**src/rtl/control_unit_pkg.sv**
```systemverilog
// ============================================================================
// control_unit_pkg
// Shared definitions for the flintRV decode-stage control word: opcodes,
// field positions, immediate/ALU-op encodings and per-class control words.
// Revision: 1.0 - initial release
// ============================================================================
`default_nettype none

package control_unit_pkg;

  // RV32I major opcodes (instr[6:0])
  localparam logic [6:0] OPC_R       = 7'b0110011;
  localparam logic [6:0] OPC_I_JUMP  = 7'b1100111;
  localparam logic [6:0] OPC_I_LOAD  = 7'b0000011;
  localparam logic [6:0] OPC_I_ARITH = 7'b0010011;
  localparam logic [6:0] OPC_I_SYS   = 7'b1110011;
  localparam logic [6:0] OPC_I_FENCE = 7'b0001111;
  localparam logic [6:0] OPC_S       = 7'b0100011;
  localparam logic [6:0] OPC_B       = 7'b1100011;
  localparam logic [6:0] OPC_U_LUI   = 7'b0110111;
  localparam logic [6:0] OPC_U_AUIPC = 7'b0010111;
  localparam logic [6:0] OPC_J       = 7'b1101111;

  // Control word field positions
  localparam int CTRL_REG_WRITE    = 0;
  localparam int CTRL_MEM_READ     = 1;
  localparam int CTRL_MEM_WRITE    = 2;
  localparam int CTRL_MEM_TO_REG   = 3;
  localparam int CTRL_ALU_SRC_A    = 4;
  localparam int CTRL_ALU_SRC_B    = 5;
  localparam int CTRL_BRANCH       = 6;
  localparam int CTRL_JUMP         = 7;
  localparam int CTRL_ECALL        = 8;
  localparam int CTRL_EBREAK       = 9;
  localparam int CTRL_FENCE        = 10;
  localparam int CTRL_LUI          = 11;
  localparam int CTRL_IMM_TYPE_LSB = 12;
  localparam int CTRL_IMM_TYPE_MSB = 14;
  localparam int CTRL_ALU_OP_LSB   = 15;
  localparam int CTRL_ALU_OP_MSB   = 16;

  // Immediate format selector
  typedef enum logic [2:0] {
    IMM_NONE = 3'd0,
    IMM_I    = 3'd1,
    IMM_S    = 3'd2,
    IMM_B    = 3'd3,
    IMM_U    = 3'd4,
    IMM_J    = 3'd5
  } imm_type_e;

  // ALU operation class
  typedef enum logic [1:0] {
    ALU_ADD   = 2'd0,
    ALU_BRCMP = 2'd1,
    ALU_RDEC  = 2'd2,
    ALU_IDEC  = 2'd3
  } alu_op_e;

  // Per-class control words
  localparam logic [31:0] R_CTRL       = 32'h0001_0001; // REG_WRITE, ALU_OP=RDEC
  localparam logic [31:0] I_JUMP_CTRL  = 32'h0000_10A1; // REG_WRITE, JUMP, SRC_B, IMM=I
  localparam logic [31:0] I_LOAD_CTRL  = 32'h0000_102B; // REG_WRITE, MEM_READ, MEM_TO_REG, SRC_B, IMM=I
  localparam logic [31:0] I_ARITH_CTRL = 32'h0001_9021; // REG_WRITE, SRC_B, IMM=I, ALU_OP=IDEC
  localparam logic [31:0] I_SYS_CTRL   = 32'h0000_1100; // ECALL, IMM=I (EBREAK added separately)
  localparam logic [31:0] I_FENCE_CTRL = 32'h0000_0400; // FENCE
  localparam logic [31:0] S_CTRL       = 32'h0000_2024; // MEM_WRITE, SRC_B, IMM=S
  localparam logic [31:0] B_CTRL       = 32'h0000_B040; // BRANCH, IMM=B, ALU_OP=BRCMP
  localparam logic [31:0] U_LUI_CTRL   = 32'h0000_4821; // REG_WRITE, LUI, SRC_B, IMM=U
  localparam logic [31:0] U_AUIPC_CTRL = 32'h0000_4031; // REG_WRITE, SRC_A, SRC_B, IMM=U
  localparam logic [31:0] J_CTRL       = 32'h0000_50B1; // REG_WRITE, JUMP, SRC_A, SRC_B, IMM=J

  // I-type immediate field; 12'h001 under SYSTEM identifies EBREAK
  localparam logic [11:0] IMM_EBREAK = 12'h001;

  function automatic logic [11:0] imm_11_0(input logic [31:0] instr);
    return instr[31:20];
  endfunction

endpackage

`default_nettype wire

```
**src/rtl/control_decode.sv**
```systemverilog
// ============================================================================
// control_decode
// Purely combinational opcode-to-control-word mapper for RV32I.
// Revision: 1.0 - initial release
// ============================================================================
`default_nettype none

module control_decode
  import control_unit_pkg::*;
(
  input  logic [31:0] instr_i,
  output logic [31:0] ctrl_o
);

  logic [6:0] opcode;
  logic       w_unused_bits;

  assign opcode = instr_i[6:0];

  // Only the opcode and the SYSTEM immediate influence the word
  assign w_unused_bits = ^instr_i[19:7];

  // Map opcode to its control word; unknown opcodes decode to a NOP
  always_comb begin
    ctrl_o = '0;
    case (opcode)
      OPC_R:       ctrl_o = R_CTRL;
      OPC_I_JUMP:  ctrl_o = I_JUMP_CTRL;
      OPC_I_LOAD:  ctrl_o = I_LOAD_CTRL;
      OPC_I_ARITH: ctrl_o = I_ARITH_CTRL;
      OPC_I_SYS: begin
        // ECALL stays set alongside EBREAK; the trap logic prioritises EBREAK
        ctrl_o = I_SYS_CTRL;
        if (imm_11_0(instr_i) == IMM_EBREAK) begin
          ctrl_o[CTRL_EBREAK] = 1'b1;
        end
      end
      OPC_I_FENCE: ctrl_o = I_FENCE_CTRL;
      OPC_S:       ctrl_o = S_CTRL;
      OPC_B:       ctrl_o = B_CTRL;
      OPC_U_LUI:   ctrl_o = U_LUI_CTRL;
      OPC_U_AUIPC: ctrl_o = U_AUIPC_CTRL;
      OPC_J:       ctrl_o = J_CTRL;
      default:     ctrl_o = '0;
    endcase
  end

endmodule

`default_nettype wire

```
**src/rtl/control_unit.sv**
```systemverilog
// ============================================================================
// control_unit
// flintRV decode-stage control unit: registers the decoded control word,
// one cycle after the instruction is presented. Reset clears to a NOP.
// Revision: 1.0 - initial release
// ============================================================================
`default_nettype none

module control_unit
  import control_unit_pkg::*;
(
  input  logic        i_clk,
  input  logic        i_rstn,
  input  logic [31:0] i_instr,
  output logic [31:0] o_ctrlSigs
);

  logic [31:0] ctrl_d;
  logic [31:0] ctrl_q;

  control_decode u_decode (
    .instr_i (i_instr),
    .ctrl_o  (ctrl_d)
  );

  // Output register; synchronous active-low reset forces a NOP word
  always_ff @(posedge i_clk) begin
    if (!i_rstn) begin
      ctrl_q <= '0;
    end else begin
      ctrl_q <= ctrl_d;
    end
  end

  assign o_ctrlSigs = ctrl_q;

endmodule

`default_nettype wire

```
**config.mk**
```make
export PLATFORM = sky130hd
export DESIGN_NAME = control_unit
export DESIGN_NICKNAME = d
export VERILOG_FILES = /design/src/rtl/control_unit_pkg.sv /design/src/rtl/control_decode.sv /design/src/rtl/control_unit.sv
export SDC_FILE = /design/constraint.sdc
export NUM_CORES = 1
export LEC_CHECK = 0
export ABC_CLOCK_PERIOD_IN_PS = 900
export BUFFER_PORTS_ARGS = -buffer_cell sky130_fd_sc_hd__buf_2
export CORE_UTILIZATION = 41
export DETAILED_ROUTE_END_ITERATION = 10
export GPL_ROUTABILITY_DRIVEN = 0
export PLACE_DENSITY = 0.76
export REMOVE_ABC_BUFFERS = 1
export SETUP_SLACK_MARGIN = 0.05
export SYNTH_ARGS = -nofsm -noshare
export SYNTH_HDL_FRONTEND = slang
export SYNTH_HIERARCHICAL = 1
export SYNTH_SLANG_ARGS = --single-unit
```
**constraint.sdc**
```tcl
create_clock -name i_clk -period 0.9 [get_ports i_clk]
set_input_delay 0.135 -clock i_clk [delete_from_list [all_inputs] [get_ports i_clk]]
set_output_delay 0.135 -clock i_clk [all_outputs]
set_load 0.005 [all_outputs]
```
# == Yosys cells after proc, flatten, opt, wreduce, memory -nomap -nowiden ==
# Cells that the tools add are included.
# totals
register_bits,32
latch_bits,0
ramBits,0
rom_bits,0
input_bits,34
output_inout_bits,32
wordCells,15
mem_count,0
# classes
n_addsub,0
mul,0
div,0
order_cmp,0
n_eq_ne,12
shift,0
muxes,2
bitwise,0
reduce_logical,0
# ops
op,n
case mux 17 bit (11 select lines),1
== test 7 bit (second input constant),4
== test 7 x 6 -> 1 bit (second input constant),3
== test 7 x 5 -> 1 bit (second input constant),2
== test 12 x 1 -> 1 bit (second input constant),1
== test 7 x 2 -> 1 bit (second input constant),1
== test 7 x 4 -> 1 bit (second input constant),1
2-to-1 mux 1 bit,1

# == Longest topological paths before layout ==
# depth
word_depth,3
depth_mapped,5
mapped_depth_nobuf,4

# == Modules after synthesis ==
# The synthesis kept the hierarchy.
# by_module_without_submodules
mod,instances,cells_per_inst,area_each_um2
control_unit,1,67,895.9
control_decode,1,61,395.4

# == Least setup slack after synthesis ==
# OpenSTA, ideal clock, no wires.
# synth_path
path_type,input to register
from,input port i_instr[2]
to,register ctrl_q[3] (netlist: o_ctrlSigs[3])
setup_time_ns,0.057
arrival_time_ns,0.860
required_time_ns,0.843
path_slack_ns,-0.018
path_stages,4
cell_sequence,nand4bb_4 -> nor4_1 -> buf_4 -> and2_2
# synth_via
elab_chain_cells,2
elab_cells_between_ends,12
classes_between,eq/ne (11); mux (1)
# synth_rtl
item,line,rtl
start: declaration,control_unit.sv:14,"input logic [31:0] i_instr,"
== test 7 bit (tied with other cells),control_decode.sv:26,case (opcode)
case mux 17 bit (11 select lines) (*),control_decode.sv:26,
via ctrl_d[3],control_unit.sv:18,logic [31:0] ctrl_d;
end signal: assignment,control_unit.sv:31,ctrl_q <= ctrl_d;
end: declaration,control_unit.sv:19,logic [31:0] ctrl_q;
# Mark *: on every way through the listed nets, which the timed path passes. The rest lies on a longest branch.
# A chain may end at the register's enable or synchronous reset.

# == Worst setup path in the final report ==
# layout_path
from,register ctrl_q[11] (netlist: o_ctrlSigs[11])
to,output port o_ctrlSigs[11]
# layout_rtl
item,line,rtl
end: declaration,control_unit.sv:15,output logic [31:0] o_ctrlSigs
# No word-level cell between the ends.

==> results_dict.tcl <==
set metrics [dict create \
    outcome "finished clean" \
    viasPerCell 4.004 \
    synth.distinct_cells 29 \
    yosysTopAreaCell "dfxtp_1" \
    synth_edf_count 0 \
    rows 20 \
    arrival_ns 0.76 \
    cts_root_buffer "clkbuf_4" \
    grt_overflow 0 \
    fin_util_pct 54.79 \
    vias 941 \
    syn_to_final_growth_pct 28.49 \
    p_per_area_mw_per_mm2 1525 \
    avgSynthCellArea_um2 10.09 \
    yosysWarnings 6 \
    crit_chain "buf_2" \
    syn_area_mm2 0.001291 \
    slew_violations 0 \
    dieArea_mm2 0.003378 \
    fmax_mhz 1121 \
    async_reset_ff_share_pct 0 \
    fin_crit_sh_pct 99.13 \
    ant_nets 0 \
    portBuffers 52 \
    crit_family "flip-flops" \
    cp.required_ns 0.76 \
    worst-path-buf-inv 1 \
    track_usage_pct 13.57 \
    drive_gt1_share_pct 55.50 \
    cts_tree "yes" \
    first_global_vias 779 \
    grt_pass1_wl_um 3394 \
    final.min_clock_period_ns 0.8922 \
    cts.htree.levels 2 \
    synthFlopType "dfxtp_1" \
    tns_ns 0 \
    netlist.area_leader.share_pct 49.61 \
    antenna_cells 0 \
    antenna_found_initial 0 \
    critPathLaunchType "register" \
    cts.sinks 32 \
    cpMaxStageDelayCell "dfxtp_2" \
    clk_pin_slew_worst_paths_ns 0.09 \
    die_h_um 58.12 \
    cp_max_fo 1 \
    max_stage_delay_ns 0.32 \
    ys_seq_area_share_pct 49.61 \
    ios 66 \
    fin_cells 235 \
    final_nets 224 \
    die_width_um 58.12 \
    grt_max_degree 33 \
    cts_buffer_depth 2 \
    end_kind "primary output" \
    ir_drop_mv 0.4925 \
    routed_wirelength_um 2081 \
    setup_viol 0 \
    dp.final_hpwl_um 1568 \
    drt-initial-drc-count 14 \
    synthCells 128 \
    max_cap_violations 0 \
    hold_path_class "primary input to register" \
    path_class "register to primary output" \
    rsz0062_at_grt "yes" \
    fillCellCount 298 \
    initial_core_util_pct 42.64 \
    finalHoldViolations 0 \
    dpl.cell_count 227 \
    synth_commonest_cells "32 x and2_2, 32 x dfxtp_1, 16 x buf_4, 7 x nor2_1" \
    synthTopCellsByArea "dfxtp_1 50%, and2_2 19%, buf_4 9.3%" \
    wl_per_cell_um 8.855 \
    cts_buffers 5 \
    synth_seq_cells 32 \
    drc_errors 0 \
    first_pass_iters 3 \
    coreArea_mm2 0.003028 \
    largest_reg_flops 32 \
    p_leak_nw 0.8234 \
]
-- worst paths after layout --
kind / depth (start not counted) / startpoint / endpoint / slack [ns]
hold / removal: 3 / i_instr[4] / o_ctrlSigs[1]$_SDFF_PN0_ / 0.25
setup / recovery: 1 / o_ctrlSigs[11]$_SDFF_PN0_ / o_ctrlSigs[11] / 0.008
-- timing repair --
item / CTS / global route
resized for setup: 0 / 3
buffers inserted: 0 / 0
gates cloned: 0 / 0
hold buffers: 0 / 0
setup endpoints to repair: 32 / 32
-- layout make-up --
class                      count  area (µm²)  share of cell area, %
sequential                    32       643.1                  38.76
clock buffer                   8       58.81                  3.544
timing repair buffer          63       349.1                  21.04
inverter                       1       3.754                 0.2262
multi-input combinational     87       549.3                  33.11
tap                           44       55.05                  3.318
-- metrics by stage --
stage / hold WS, ns / area, µm² / worst slack [ns] / total power, W
floorplan: 0.2712 / 1194 / -0.003420 / 0.001588
global placement: 0.5083 / 1592 / -0.1533 / 0.001744
detailed placement: 0.5091 / 1592 / -0.1702 / 0.001748
CTS: 0.2373 / 1650 / -0.01303 / 0.002567
global route: 0.2450 / 1659 / -0.04971 / 0.002671
finish: 0.2532 / 1659 / 0.007795 / 0.002529
-- metal layers --
| layer | track usage (%) | wire [µm] | part of all wire (%) |
|---|---|---|---|
| met5 | 0 | 0 | 0 |
| met4 | 7.143 | 43 | 2.1 |
| met3 | 6.473 | 128 | 6.2 |
| met2 | 21.35 | 944 | 45 |
| met1 | 15.21 | 965 | 46 |
-- cell usage in the layout, fill, tap and decap left out, drive strengths merged --
| cell type | count |
|---|---|
| or2 | 1 |
| nor4 | 3 |
| conb | 15 |
| nor3 | 2 |
| nand4bb | 1 |
| o32ai | 1 |
| nor2 | 8 |
| and3b | 1 |
| and4 | 1 |
| inv | 1 |
| nor4b | 1 |
| nand4 | 1 |
| o21ai | 1 |
| nand3 | 3 |
| nand2 | 5 |
| nor4bb | 1 |
| a21oi | 5 |
| nor3b | 1 |
| buf | 63 |
| or2b | 1 |
| o21a | 1 |
| nand3b | 1 |
| dfxtp | 32 |
| o211ai | 1 |
| clkbuf | 8 |
| and2 | 32 |
-- kinds of logic after synthesis --
| logic type | after synthesis | synth area share (%) |
|---|---|---|
| AO/OA/AOI/OAI | 9 | 4.167 |
| buffers and inverters | 23 | 11.92 |
| flip-flops | 32 | 49.61 |
| other | 1 | 0.2904 |
| AND/OR/NAND/NOR | 63 | 34.01 |
-- power breakdown --
part | total, W | internal, W | switching (W)
Clock | 0.000809 | 0.000385 | 0.000424
Sequential | 0.00146 | 0.00146 | 0.00000752
Combinational | 0.000257 | 0.000141 | 0.000116
Total | 0.00253 | 0.00198 | 0.000548
Power figures use the tool's default switching activity.
